--- config.mk ---
export PLATFORM = sky130hd
export DESIGN_NAME = ramb4_s16_port_arb
export DESIGN_NICKNAME = d
export VERILOG_FILES = /design/src/rtl/ramb4_s16_port_arb.sv
export SDC_FILE = /design/constraint.sdc
export NUM_CORES = 1
export LEC_CHECK = 0
export CORE_MARGIN = 4
export CORE_UTILIZATION = 34
export CTS_BUF_LIST = sky130_fd_sc_hd__clkbuf_4 sky130_fd_sc_hd__clkbuf_8
export DETAILED_ROUTE_END_ITERATION = 16
export GPL_ROUTABILITY_DRIVEN = 0
export PLACE_DENSITY_LB_ADDON = 0.2
export SYNTH_ARGS = -nofsm -noshare
export SYNTH_HDL_FRONTEND = slang
export SYNTH_SLANG_ARGS = --single-unit
--- constraint.sdc ---
create_clock -name CLK -period 1.96 [get_ports CLK]
set_input_delay 0.392 -clock CLK [delete_from_list [all_inputs] [get_ports CLK]]
set_output_delay 0.392 -clock CLK [all_outputs]
set_load 0.02 [all_outputs]
--- src/rtl/ramb4_s16_port_arb.sv ---
// ramb4_s16_port_arb
// Round-robin arbiter giving two requesters shared access to one port of a
// 256x16 synchronous block RAM. Read data (one cycle latency) is steered back
// to whichever requester issued the read.
//
// Optional feature: define RAMB4_S16_PORT_ARB_INIT_CLEAR_EN to add a CLEAR
// sequence after reset that writes INIT_VALUE to every RAM location before
// arbitration starts. BUSY is high while that sequence runs.
module ramb4_s16_port_arb #(
    parameter int                 ADDR_W     = 8,
    parameter int                 DATA_W     = 16,
    parameter logic [DATA_W-1:0]  INIT_VALUE = 16'h0000
) (
    input  logic              CLK,
    input  logic              RST,

    input  logic              REQ0,
    input  logic              WE0,
    input  logic [ADDR_W-1:0] ADDR0,
    input  logic [DATA_W-1:0] DI0,
    output logic              GNT0,
    output logic              RVLD0,
    output logic [DATA_W-1:0] DO0,

    input  logic              REQ1,
    input  logic              WE1,
    input  logic [ADDR_W-1:0] ADDR1,
    input  logic [DATA_W-1:0] DI1,
    output logic              GNT1,
    output logic              RVLD1,
    output logic [DATA_W-1:0] DO1,

    output logic              RAM_EN,
    output logic              RAM_WE,
    output logic [ADDR_W-1:0] RAM_ADDR,
    output logic [DATA_W-1:0] RAM_DI,
    input  logic [DATA_W-1:0] RAM_DO,

    output logic              BUSY
);

    // Arbitration is allowed only in RUN and never while reset is held, so
    // that GNT and RAM_EN read as 0 during reset even if requests are high.
    logic              w_runActive;
    // High in cycles where the clear sequence owns the RAM port.
    logic              w_clearActive;
    // Address written by the clear sequence in the current cycle.
    logic [ADDR_W-1:0] w_clearAddr;

    logic              w_gnt0;
    logic              w_gnt1;
    logic              w_grantIsRead;

    // Id of the most recently granted requester; the other one wins a tie.
    logic              r_last;

    // Tag of the read in flight: captured at the grant edge, consumed the
    // following cycle when RAM_DO carries the data.
    logic              r_tagValid;
    logic              r_tagId;

    // Last delivered read word per requester, shown on DOx between reads.
    logic [DATA_W-1:0] r_do0Hold;
    logic [DATA_W-1:0] r_do1Hold;

`ifdef RAMB4_S16_PORT_ARB_INIT_CLEAR_EN

    typedef enum logic {
        ST_CLEAR = 1'b0,
        ST_RUN   = 1'b1
    } state_t;

    state_t            r_state;
    state_t            w_nextState;
    logic [ADDR_W-1:0] r_clrCnt;

    // State register; reset parks the FSM in CLEAR so the sweep restarts.
    always_ff @(posedge CLK or posedge RST) begin
        if (RST) begin
            r_state <= ST_CLEAR;
        end else begin
            r_state <= w_nextState;
        end
    end

    // Leave CLEAR once the final address has been written this cycle.
    always_comb begin
        w_nextState = r_state;
        case (r_state)
            ST_CLEAR: begin
                if (r_clrCnt == {ADDR_W{1'b1}}) begin
                    w_nextState = ST_RUN;
                end
            end
            ST_RUN: begin
                w_nextState = ST_RUN;
            end
            default: begin
                w_nextState = ST_CLEAR;
            end
        endcase
    end

    // Sweep counter: one address per cycle while clearing, restarts on reset.
    always_ff @(posedge CLK or posedge RST) begin
        if (RST) begin
            r_clrCnt <= '0;
        end else if (r_state == ST_CLEAR) begin
            r_clrCnt <= r_clrCnt + 1'b1;
        end
    end

    assign w_clearActive = (r_state == ST_CLEAR) && !RST;
    assign w_runActive   = (r_state == ST_RUN) && !RST;
    assign w_clearAddr   = r_clrCnt;
    assign BUSY          = (r_state == ST_CLEAR);

`else

    assign w_clearActive = 1'b0;
    assign w_runActive   = !RST;
    assign w_clearAddr   = '0;
    assign BUSY          = 1'b0;

`endif

    // Round-robin grant: a lone requester always wins, a tie goes to the
    // requester that was not granted last.
    always_comb begin
        w_gnt0 = 1'b0;
        w_gnt1 = 1'b0;
        if (w_runActive) begin
            if (REQ0 && REQ1) begin
                if (r_last) begin
                    w_gnt0 = 1'b1;
                end else begin
                    w_gnt1 = 1'b1;
                end
            end else if (REQ0) begin
                w_gnt0 = 1'b1;
            end else if (REQ1) begin
                w_gnt1 = 1'b1;
            end
        end
    end

    assign GNT0 = w_gnt0;
    assign GNT1 = w_gnt1;

    assign w_grantIsRead = (w_gnt0 && !WE0) || (w_gnt1 && !WE1);

    // RAM port mux: clear sweep, then granted requester; idle drives zeros.
    always_comb begin
        RAM_EN   = 1'b0;
        RAM_WE   = 1'b0;
        RAM_ADDR = '0;
        RAM_DI   = '0;
        if (w_clearActive) begin
            RAM_EN   = 1'b1;
            RAM_WE   = 1'b1;
            RAM_ADDR = w_clearAddr;
            RAM_DI   = INIT_VALUE;
        end else if (w_gnt0) begin
            RAM_EN   = 1'b1;
            RAM_WE   = WE0;
            RAM_ADDR = ADDR0;
            RAM_DI   = WE0 ? DI0 : '0;
        end else if (w_gnt1) begin
            RAM_EN   = 1'b1;
            RAM_WE   = WE1;
            RAM_ADDR = ADDR1;
            RAM_DI   = WE1 ? DI1 : '0;
        end
    end

    // Remember who was served last; an idle cycle leaves the pointer alone.
    always_ff @(posedge CLK or posedge RST) begin
        if (RST) begin
            r_last <= 1'b1;
        end else if (w_gnt0) begin
            r_last <= 1'b0;
        end else if (w_gnt1) begin
            r_last <= 1'b1;
        end
    end

    // Tag the read issued this cycle; reset discards any read in flight.
    always_ff @(posedge CLK or posedge RST) begin
        if (RST) begin
            r_tagValid <= 1'b0;
            r_tagId    <= 1'b0;
        end else begin
            r_tagValid <= w_grantIsRead;
            r_tagId    <= w_gnt1;
        end
    end

    assign RVLD0 = r_tagValid && !r_tagId;
    assign RVLD1 = r_tagValid &&  r_tagId;

    // Keep the most recent read word so DOx is stable between reads.
    always_ff @(posedge CLK or posedge RST) begin
        if (RST) begin
            r_do0Hold <= '0;
            r_do1Hold <= '0;
        end else begin
            if (RVLD0) begin
                r_do0Hold <= RAM_DO;
            end
            if (RVLD1) begin
                r_do1Hold <= RAM_DO;
            end
        end
    end

    // RAM_DO is already valid in the response cycle, so pass it straight
    // through rather than adding another cycle of latency.
    assign DO0 = RVLD0 ? RAM_DO : r_do0Hold;
    assign DO1 = RVLD1 ? RAM_DO : r_do1Hold;

endmodule

==> impl_results.md, run 1 <==
- Run status: finished, violations left
- Violations in the final reports: negative setup slack
- Die width: 77.7 um
- Longest Clk Path Bufs: 2
- Clock-pin transition on the worst setup and hold timing paths: 70 ps
- Crit path max fanout: 6
- Crit path required time: 1570 ps
- Worst setup path class: reg2out
- Net total in the final layout: 340
- Synthesized area per cell: 14.0 um2
- Cts hold-fix bufs: 0
- Global-route wire length before repair: 8160 um
- Highest attainable clock frequency: 478 MHz
- Type of the tightest min-delay check: reg2reg
- Minimum period implied by the final worst setup slack: 2090 ps
- Type of element launching the critical path: flip-flop
- Number of enable flip-flop cells after synthesis: 0
- Most common flop cell mapped by yosys: sky130_fd_sc_hd__dfrtp_1
- Antenna violation net count after detailed routing: 0
- Placed instance count: 325
- Overall routing resource usage: 17.3%
- Residual overflow from global routing: 0
- Average wire length per cell after detail routing: 15.7 um
- Number of sinks handled by clock tree synthesis: 35
- Fin Hold WS: 494 ps
- CP Capture Type: output port
- Final HPWL DP: 4210 um
- CTS HTree Levels: 2
- Share of async-settable or async-resettable flops after synthesis: 100%
- PnR worst setup slack: -134 ps
- Final hold viol count: 0
- Clock tree skew after final layout: 8.84 ps
- Pin count of the biggest net entering global routing: 19
- Root cell of the clock tree: sky130_fd_sc_hd__clkbuf_8
- Cell area after synthesis: 0.00165 mm2
- Vias in the first global route: 1,779
- Clk Latency, worst-skew pair: 280 ps
- Number of clock buffers inserted by TritonCTS: 5
- Drt first pass iters: 4
- Starting utilization of the core area: 35.0%
- Number of pins exceeding their max-slew limit in the final report: 0
- Die height: 77.7 um
- Library cell appearing most often on the critical path: sky130_fd_sc_hd__buf_4
- Total power after layout: 2880 uW
- Drt total wl: 5300 um
- Critical Path, Cell by Cell: nand2_1 -> and3_1 -> buf_4 -> or2_2 -> buf_4
- Diodes inserted: 0
- Antenna violations before repair: 0
- Number of nets in the synthesized netlist: 188
- Yosys cell types: 21
- Unrepaired setup endpoints after global routing: yes
- FF+latch count, synth: 35
- Non-Filler Instances: 338
- Largest voltage drop on the vdd net: 0.000422 V
- P&R area growth vs syn: 99.6%
- Power density of the placed cells: 873 mW/mm2
- Layout cells sized above 1: 50.6%
- Setup TNS: -1950 ps
- Data arrival time of the worst path: 1700 ps
- DR vias/cell: 4.62
- Number of setup violations in the final report: 25
- Area taken by multi-input logic gates: 785 um2
- Delay of the slowest cell on the worst path: 570 ps
- Core ar.: 0.00472 mm2
- CTS tree: done
- Fill cell total of the finished layout: 386
- Top-Level Pins: 133
- Yosys synthesis warning count: 0
- Number of core rows: 25
- Seq/Total Area, Yosys: 53.1%
- LEAKAGE: 0.00156 uW
- Share of the clock period used by the worst path after layout: 107%
- Die area: 0.00604 mm2
- Total DRC errors in the routed layout: 0
- Number of standard cells after synthesis: 118
- Sequential cell area: 877 um2
- Count of maximum capacitance violations: 0
- Number of DRC markers in iteration 0: 56
- Routed vias: 1,560
- CP max stage cell: sky130_fd_sc_hd__dfstp_2
- Number of port buffers: 131
timing repair:
| action | in CTS | in global routing |
|---|---|---|
| gates cloned | 3 | 0 |
| pin swaps | 14 | 1 |
| gates resized for setup | 312 | 41 |
| buffers inserted | 3 | 0 |
| setup endpoints to repair | 62 | 44 |
report_power, final:
part | total [uW] | switching, uW | internal [uW]
Sequential | 995 | 58.2 | 937
Clock | 505 | 243 | 262
Combinational | 1380 | 660 | 720
routing by layer:
layer | up-vias | share of wire (%) | global-route usage [%]
li1 | 734 | - | -
met1 | 731 | 34 | 15.8
met2 | 87 | 54 | 33.5
met3 | 8 | 9.4 | 6.84
met4 | 0 | 2.2 | 6.76
met5 | - | 0 | 0
stage by stage:
stage	utilization [%]	setup WS (ps)	cell area, um2
6_report	69.9	-134	3300
3_5_place_dp	66.2	-690	3130
2_1_floorplan	-	34.5	1650
4_1_cts	67.8	-154	3200
3_3_place_gp	66.2	-673	3130
5_1_grt	69.9	-246	3300
sequential cells by signal, summed over array words and instances (netlist names):
register    count
r_do0Hold      16
r_do1Hold      16
r_last          1
r_tagId         1
r_tagValid      1
final cells by class:
cell class	count	area share (%)
flip-flops and latches	35	26.6
multi-input cells	71	23.8
clock buffers	6	2.31
clock inverters	2	0.379
repair buffers	153	44.0
well taps	67	2.54
inverters	4	0.455
critical path: cells and delay by family, from the launching register on:
family,cells,cell delay (ps)
flops,1,570
simple gates,3,530
buf+inv,2,320
logic make-up (layout without fill, tap and decap cells):
family,count (synthesis),count (layout),share of synthesized area (%)
DFF,35,35,53.1
muxes,32,32,21.8
AOI/OAI and AO/OA,26,26,14.3
and+or+nand+nor,12,12,5.98
buffers and inverters,12,165,4.62
other,1,1,0.227
final timing paths:
kind | start | endpoint | slack, ps | depth (start not counted)
hold / removal | r_do1Hold[11] | r_do1Hold[11] | 490 | 1
hold reg to reg | r_do1Hold[11] | r_do1Hold[11] | 490 | 1
min in group asynchronous | RST | r_tagValid | 510 | 4
setup reg to reg | r_last | r_tagValid | 640 | 5
max in group asynchronous | RST | r_last | 1210 | 4
setup / recovery | r_last | RAM_WE | -130 | 5
Yosys cell counts (2+ instances only):
cell | n | area share [%]
sky130_fd_sc_hd__dfrtp_1 | 34 | 51
sky130_fd_sc_hd__mux2_2 | 32 | 22
sky130_fd_sc_hd__a22o_1 | 19 | 10
sky130_fd_sc_hd__a22o_2 | 6 | 3.6
sky130_fd_sc_hd__buf_2 | 4 | 1.2
sky130_fd_sc_hd__inv_1 | 4 | 0.91
sky130_fd_sc_hd__buf_6 | 3 | 2.0
sky130_fd_sc_hd__nand2_1 | 2 | 0.45
sky130_fd_sc_hd__nor2_1 | 2 | 0.45
layout by cell type (no fill, tap or decap), types with 2 or more instances in the layout:
| cell type | Yosys | routed |
|---|---|---|
| sky130_fd_sc_hd__a22o_2 | 6 | 4 |
| sky130_fd_sc_hd__nor2_1 | 2 | 2 |
| sky130_fd_sc_hd__clkdlybuf4s50_1 | 0 | 65 |
| sky130_fd_sc_hd__buf_6 | 3 | 42 |
| sky130_fd_sc_hd__dlygate4sd2_1 | 0 | 7 |
| sky130_fd_sc_hd__buf_4 | 1 | 18 |
| sky130_fd_sc_hd__dfrtp_1 | 34 | 34 |
| sky130_fd_sc_hd__a22o_1 | 19 | 19 |
| sky130_fd_sc_hd__mux2_4 | 0 | 16 |
| sky130_fd_sc_hd__nor2b_4 | 1 | 2 |
| sky130_fd_sc_hd__inv_1 | 4 | 3 |
| sky130_fd_sc_hd__clkbuf_8 | 0 | 5 |
| sky130_fd_sc_hd__buf_2 | 4 | 18 |
| sky130_fd_sc_hd__a22o_4 | 0 | 2 |
| sky130_fd_sc_hd__mux2_2 | 32 | 16 |
(Power assumes the default switching activity.)
==> run 2: changes to the inputs <==
--- a/config.mk
+++ b/config.mk
@@ -6,7 +6,7 @@
 export NUM_CORES = 1
 export LEC_CHECK = 0
 export CORE_MARGIN = 4
-export CORE_UTILIZATION = 34
+export CORE_UTILIZATION = 36
 export CTS_BUF_LIST = sky130_fd_sc_hd__clkbuf_4 sky130_fd_sc_hd__clkbuf_8
 export DETAILED_ROUTE_END_ITERATION = 16
 export GPL_ROUTABILITY_DRIVEN = 0
==> constraint.sdc (replaced) <==
create_clock -name CLK -period 2.6 [get_ports CLK]
set_input_delay 0.52 -clock CLK [delete_from_list [all_inputs] [get_ports CLK]]
set_output_delay 0.52 -clock CLK [all_outputs]
set_load 0.02 [all_outputs]
==> run 2 against run 1 <==
First-iteration DRC count is 23% lower; largest cell class unchanged; hold slack worse by 0.52 ps; sequential share of layout area is 2.0 points higher; the run now ends clean; critical path depth is 2 higher.
==> impl_results.md, run 2 (synthesis results as in run 1) <==
- Run status: complete, no violations
- Number of sinks handled by clock tree synthesis: 35
- Core ar.: 0.00441 mm2
- Relative contribution of combinational cells to total power: 47.7%
- Switch share: 32.6%
- Type of element launching the critical path: input pin
- Final hold viol count: 0
- Data arrival time of the worst path: 1990 ps
- Drt first pass iters: 4
- Number of pins exceeding their max-slew limit in the final report: 0
- Routed vias: 1,526
- Clock tree skew after final layout: 6.46 ps
- CP Capture Type: output port
- Layout cells sized above 1: 35.4%
- Count of maximum capacitance violations: 0
- Clock network power share: 17.3%
- Sequential power share: 35.0%
- Starting utilization of the core area: 37.4%
- Reg2reg end: r_tagValid
- Placed instance count: 307
- Commonest cells after routing, fill and taps aside: 102 x sky130_fd_sc_hd__clkdlybuf4s50_1, 34 x sky130_fd_sc_hd__dfrtp_1, 32 x sky130_fd_sc_hd__mux2_2, 25 x sky130_fd_sc_hd__clkbuf_2, 19 x sky130_fd_sc_hd__a22o_1
- Power density of the placed cells: 695 mW/mm2
- Non-Filler Instances: 315
- CTS HTree Levels: 2
- DR vias/cell: 4.84
- Residual overflow from global routing: 0
- Worst setup endpoint: GNT0
- Final HPWL DP: 4130 um
- Internal Pwr Total: 1440 uW
- P&R area growth vs syn: 85.6%
- Average wire length per cell after detail routing: 15.4 um
- Total placed instance area: 0.00310 mm2
- Largest voltage drop on the vdd net: 0.000296 V
- Longest Clk Path Bufs: 2
- Start of the worst register-to-register path: r_last
- Number of clock buffers inserted by TritonCTS: 5
- Top-Level Pins: 133
- Diodes inserted: 0
- LEAKAGE: 0.00137 uW
- Clk Latency, worst-skew pair: 280 ps
- Antenna violation net count after detailed routing: 0
- Overall routing resource usage: 16.8%
- Crit path max fanout: 9
- Type of the tightest min-delay check: reg2reg
- Most common library cell in the layout ignoring fill and taps: sky130_fd_sc_hd__clkdlybuf4s50_1
- Die width: 75.8 um
- Net load switching power: 696 uW
- Number of core rows: 24
- Clock-pin transition on the worst setup and hold timing paths: 70 ps
- CTS tree: done
- Die area: 0.00574 mm2
- Pin count of the biggest net entering global routing: 36
- Startpoint of the worst setup timing path: REQ1
- Post-route design area: 0.00307 mm2
- Highest attainable clock frequency: 398 MHz
- Number of setup violations in the final report: 0
- Drt total wl: 4860 um
- Crit path required time: 2080 ps
- Leading registers by flop count: r_do0Hold: 16 flops, r_do1Hold: 16 flops
- Number of port buffers: 131
- Reg2reg path depth: 6
- R2R setup slack: 1180 ps
- Net total in the final layout: 332
- Number of DRC markers in iteration 0: 43
- Postcts setup bufs: 0
- Worst setup path class: in2out
- Share of the clock period used by the worst path after layout: 96.6%
- Vias in the first global route: 1,614
- Total DRC errors in the routed layout: 0
- Root cell of the clock tree: sky130_fd_sc_hd__clkbuf_8
- Minimum period implied by the final worst setup slack: 2510 ps
- Unrepaired setup endpoints after global routing: no
- Die height: 75.8 um
- Antenna violations before repair: 0
- Global-route wire length before repair: 7220 um
-- run 2: cell types whose count changed in the layout (fill, tap and decap cells not counted), moves of 5 or more --
cell	before	now
sky130_fd_sc_hd__buf_6	42	1
sky130_fd_sc_hd__clkdlybuf4s50_1	65	102
sky130_fd_sc_hd__clkbuf_2	1	25
sky130_fd_sc_hd__buf_2	18	0
sky130_fd_sc_hd__mux2_2	16	32
sky130_fd_sc_hd__mux2_4	16	0
sky130_fd_sc_hd__buf_4	18	11
sky130_fd_sc_hd__dlygate4sd2_1	7	2
-- run 2: through the flow --
stage | utilization (%) | hold slack [ps] | setup TNS [ps] | power (uW) | worst slack (ps)
after detailed placement | 70.2 | 481 | -6920 | 1810 | -287
after CTS | 71.8 | 499 | 0 | 2170 | 2.76
after floorplan | - | 544 | 0 | 1260 | 496
after global placement | 70.2 | 478 | -6260 | 1790 | -270
after global routing | 69.5 | 510 | 0 | 2260 | 20.6
final | 69.5 | 494 | 0 | 2130 | 89.6
-- run 2: cell type report --
class                           instances  area [um2]
Fill cell                             350        1350
Timing Repair Buffer                  145        1320
Sequential cell                        35         877
Multi-Input combinational cell         71         702
Clock buffer                            5        68.8
Tap cell                               52        65.1
Clock inverter                          3        20.0
Inverter                                4        15.0
-- run 2: worst min-delay path by stage --
stage          slack, ps           from       endpoint  cells past startpoint
2_1_floorplan        540         r_last         r_last                      1
3_3_place_gp         480  r_do1Hold[13]  r_do1Hold[13]                      1
3_5_place_dp         480   r_do1Hold[2]   r_do1Hold[2]                      1
4_1_cts              500   r_do1Hold[2]   r_do1Hold[2]                      1
5_1_grt              510   r_do1Hold[6]   r_do1Hold[6]                      1
6_report             490   r_do1Hold[2]   r_do1Hold[2]                      1
-- run 2: power by group through the flow --
stage                     clock network, uW  logic [uW]  registers [uW]
after floorplan                           0         520             743
after CTS                               383        1040             748
final                                   370        1020             746
after global placement                    0        1040             749
after detailed placement                  0        1050             759
after global routing                    416        1080             762
-- run 2: repair_timing --
item | CTS | global route
setup endpoints to repair | 27 | 28
hold buffers | 0 | 0
resized for setup | 40 | 41
hold endpoints to repair | 0 | 0
-- run 2: worst max-delay path, cell delays in order --
cell	delay (ps)
sky130_fd_sc_hd__clkdlybuf4s50_1	440
sky130_fd_sc_hd__nor2b_4	150
sky130_fd_sc_hd__buf_4	130
sky130_fd_sc_hd__nor3b_2	150
sky130_fd_sc_hd__buf_4	180
sky130_fd_sc_hd__buf_4	120
sky130_fd_sc_hd__clkdlybuf4s15_1	300
-- run 2: per-layer routing --
metal	global-route usage, %	part of all wire (%)	vias to the layer above
met3	7.39	10	2
met1	18.5	37	720
met2	29.8	52	80
met5	0	0	-
met4	4.08	0.74	0
li1	-	-	724
==> run 3: changes to the inputs <==
--- a/config.mk
+++ b/config.mk
@@ -5,8 +5,9 @@
 export SDC_FILE = /design/constraint.sdc
 export NUM_CORES = 1
 export LEC_CHECK = 0
+export ABC_AREA = 1
 export CORE_MARGIN = 4
-export CORE_UTILIZATION = 36
+export CORE_UTILIZATION = 40
 export CTS_BUF_LIST = sky130_fd_sc_hd__clkbuf_4 sky130_fd_sc_hd__clkbuf_8
 export DETAILED_ROUTE_END_ITERATION = 16
 export GPL_ROUTABILITY_DRIVEN = 0
==> run 3 against run 2 <==
First-iteration DRC count rose to 2.6 times the previous value; cell area grew 17%; die area is 11% higher; critical endpoint is now DO1[1].
==> impl_results.md, run 3 <==
- Run status: complete, no violations
- FF+latch count, synth: 35
- CTS resizes: 27
- Multiplexer fraction of the synthesized cell area: 0%
- Die area: 0.00635 mm2
- Antenna violation net count after detailed routing: 0
- Drt total wl: 6610 um
- Xor/xnor share of the synthesized area: 0%
- CP max stage cell: sky130_fd_sc_hd__clkdlybuf4s50_1
- Switch share: 34.6%
- Average wire length per cell after detail routing: 13.1 um
- Die height: 79.7 um
- Most common flop cell mapped by yosys: sky130_fd_sc_hd__dfrtp_1
- Data arrival time of the worst path: 1970 ps
- Leading registers by flop count: r_do0Hold: 16 flops, r_do1Hold: 16 flops
- Most numerous cell in the Yosys netlist: sky130_fd_sc_hd__nand2_1
- Net total in the final layout: 506
- Highest attainable clock frequency: 401 MHz
- Delay of the slowest cell on the worst path: 670 ps
- Library cell appearing most often on the critical path: sky130_fd_sc_hd__clkdlybuf4s50_1
- Combinational family with the most area after synthesis: simple AND/OR/NAND/NOR gates
- Top-Level Pins: 133
- Starting utilization of the core area: 42.4%
- Number of DRC markers in iteration 0: 110
- Post-synth top area cell: sky130_fd_sc_hd__dfrtp_1
- Cells taking the most area after synthesis: sky130_fd_sc_hd__dfrtp_1 41%, sky130_fd_sc_hd__nand2_1 18%, sky130_fd_sc_hd__nand3_1 13%, sky130_fd_sc_hd__inv_1 10%, sky130_fd_sc_hd__o21ai_0 8.0%
- Yosys synthesis warning count: 0
- Non-Filler Instances: 504
- P&R area growth vs syn: 75.2%
- List of most frequent post-synthesis cells: 97 x sky130_fd_sc_hd__nand2_1, 57 x sky130_fd_sc_hd__inv_1, 52 x sky130_fd_sc_hd__nand3_1, 34 x sky130_fd_sc_hd__dfrtp_1, 33 x sky130_fd_sc_hd__o21ai_0
- Number of core rows: 25
- Crit path max fanout: 2
- Antenna violations before repair: 0
- Share of the clock period used by the worst path after layout: 95.9%
- Layout cells sized above 1: 7.09%
- Relative contribution of combinational cells to total power: 45.4%
- Number of port buffers: 131
- CTS tree: done
- Longest Clk Path Bufs: 2
- Minimum period implied by the final worst setup slack: 2490 ps
- Unrepaired setup endpoints after global routing: no
- Hold Path Depth: 2
- Cell area after synthesis: 0.00205 mm2
- Clock network power share: 21.4%
- Busiest layer in global routing: met2
- Number of standard cells after synthesis: 300
- Placed instance count: 496
- Endpoint, Worst Hold: r_do1Hold[15]
- Buffers and inverters on the worst path: 3
- Sequential power share: 33.2%
- Diodes inserted: 0
- Share of the synthesized area in the top cell type: 41.4%
- Number of nets in the synthesized netlist: 370
- Core ar.: 0.00485 mm2
- Share of async-settable or async-resettable flops after synthesis: 100%
- Residual overflow from global routing: 0
- Type of element launching the critical path: input pin
- Postcts setup bufs: 0
- Clock tree skew after final layout: 6.23 ps
- Worst slack after detailed placement: -165 ps
- Die width: 79.7 um
- Critical Path, Cell by Cell: clkdlybuf4s50_1 -> inv_1 -> o21ai_0 -> clkdlybuf4s50_1
- Seq/Total Area, Yosys: 42.7%
- Clock-pin transition on the worst setup and hold timing paths: 70 ps
- Hold_sp: r_do1Hold[15]
- Number of pins exceeding their max-slew limit in the final report: 0
- Number of setup violations in the final report: 0
- Post-Synth Adder-Cell Area: 0%
- Reg2reg path depth: 7
- Global-route wire length before repair: 10,700 um
- Internal Pwr Total: 1460 uW
- Setup TNS: 0 ps
- Yosys cell types: 16
- Root cell of the clock tree: sky130_fd_sc_hd__clkbuf_8
- GR met1 Demand/Resource: 23.0%
- Vias in the first global route: 2,312
- R2R setup slack: 1430 ps
- Most common library cell in the layout ignoring fill and taps: sky130_fd_sc_hd__clkdlybuf4s50_1
- Start of the worst register-to-register path: r_last
- Final hold viol count: 0
- Power density of the placed cells: 618 mW/mm2
- Reg2reg end: r_last
- Type of the tightest min-delay check: reg2reg
- PnR worst setup slack: 107 ps
- Number of clock buffers inserted by TritonCTS: 5
- CP Capture Type: output port
- Routed vias: 2,344
- Number of sinks handled by clock tree synthesis: 35
- Clk Latency, worst-skew pair: 280 ps
- Net load switching power: 770 uW
- Commonest cells after routing, fill and taps aside: 100 x sky130_fd_sc_hd__clkdlybuf4s50_1, 97 x sky130_fd_sc_hd__nand2_1, 57 x sky130_fd_sc_hd__inv_1, 52 x sky130_fd_sc_hd__nand3_1, 34 x sky130_fd_sc_hd__dfrtp_1
- Met3 usage: 5.98%
- Crit path required time: 2080 ps
- Count of maximum capacitance violations: 0
- Synth Area in Compound Gates: 8.28%
- Final HPWL DP: 5240 um
- Worst setup path class: in2out
- Simple logic cell fraction of the synthesized area: 31.8%
- CTS HTree Levels: 2
- Pin count of the biggest net entering global routing: 36
- Number of enable flip-flop cells after synthesis: 0
- DR vias/cell: 4.65
- Total DRC errors in the routed layout: 0
- Drt first pass iters: 4
- Synthesized area per cell: 6.85 um2
- Overall routing resource usage: 21.3%
- Cts hold-fix bufs: 0
- Kind of cell adding the most delay to the critical path: buffers and inverters
- Met2 GRT Util: 39.7%
- LEAKAGE: 0.00209 uW
- Largest voltage drop on the vdd net: 0.000386 V
[run 3: worst max-delay path by stage]
stage,to,startpoint,depth (start not counted)
2_1_floorplan,GNT1,RST,3
3_3_place_gp,RAM_DI[6],RST,6
3_5_place_dp,RAM_DI[3],RST,6
4_1_cts,RAM_EN,RST,5
5_1_grt,DO0[0],r_tagId,5
6_report,DO1[1],RAM_DO[1],4
[run 3: logic make-up (layout without fill, tap and decap cells)]
| family | after synthesis | count (layout) |
|---|---|---|
| buffers and inverters | 78 | 215 |
| AOI/OAI and AO/OA | 34 | 34 |
| and+or+nand+nor | 152 | 152 |
| other | 1 | 1 |
| DFF | 35 | 35 |
[run 3: cell type report]
cell class / count / area, um2
clock buffer: 5 / 68.8
clock inverter: 3 / 43.8
fill: 414 / 1250
inverter: 59 / 221
multi-input combinational: 187 / 827
sequential: 35 / 877
tap: 67 / 83.8
timing repair buffer: 148 / 1480
[run 3: layer usage]
| metal | wire, um | share of wire (%) |
|---|---|---|
| met4 | 127 | 1.9 |
| met5 | 0 | 0 |
| met2 | 3620 | 55 |
| met3 | 499 | 7.6 |
| met1 | 2360 | 36 |
[run 3: worst min-delay path, delay by kind of cell (launching register included)]
kind | cells | cell delay (ps)
DFF | 1 | 320
AOI/OAI and AO/OA | 1 | 90
and+or+nand+nor | 1 | 40
[run 3: metrics by stage]
step	cell area, um2	power (uW)	hold slack [ps]	utilization, %
after CTS	3590	2250	503	74.0
after detailed placement	3510	1790	486	72.4
after global routing	3600	2360	527	74.2
after floorplan	2050	1230	555	-
after global placement	3510	1750	478	72.4
final	3600	2230	496	74.2
[run 3: power groups by stage]
stage          clock (uW)  combinational [uW]  sequential, uW
2_1_floorplan           0                 495             737
3_3_place_gp            0                1020             740
3_5_place_dp            0                1040             747
4_1_cts               488                1030             738
5_1_grt               509                1100             753
6_report              475                1010             739
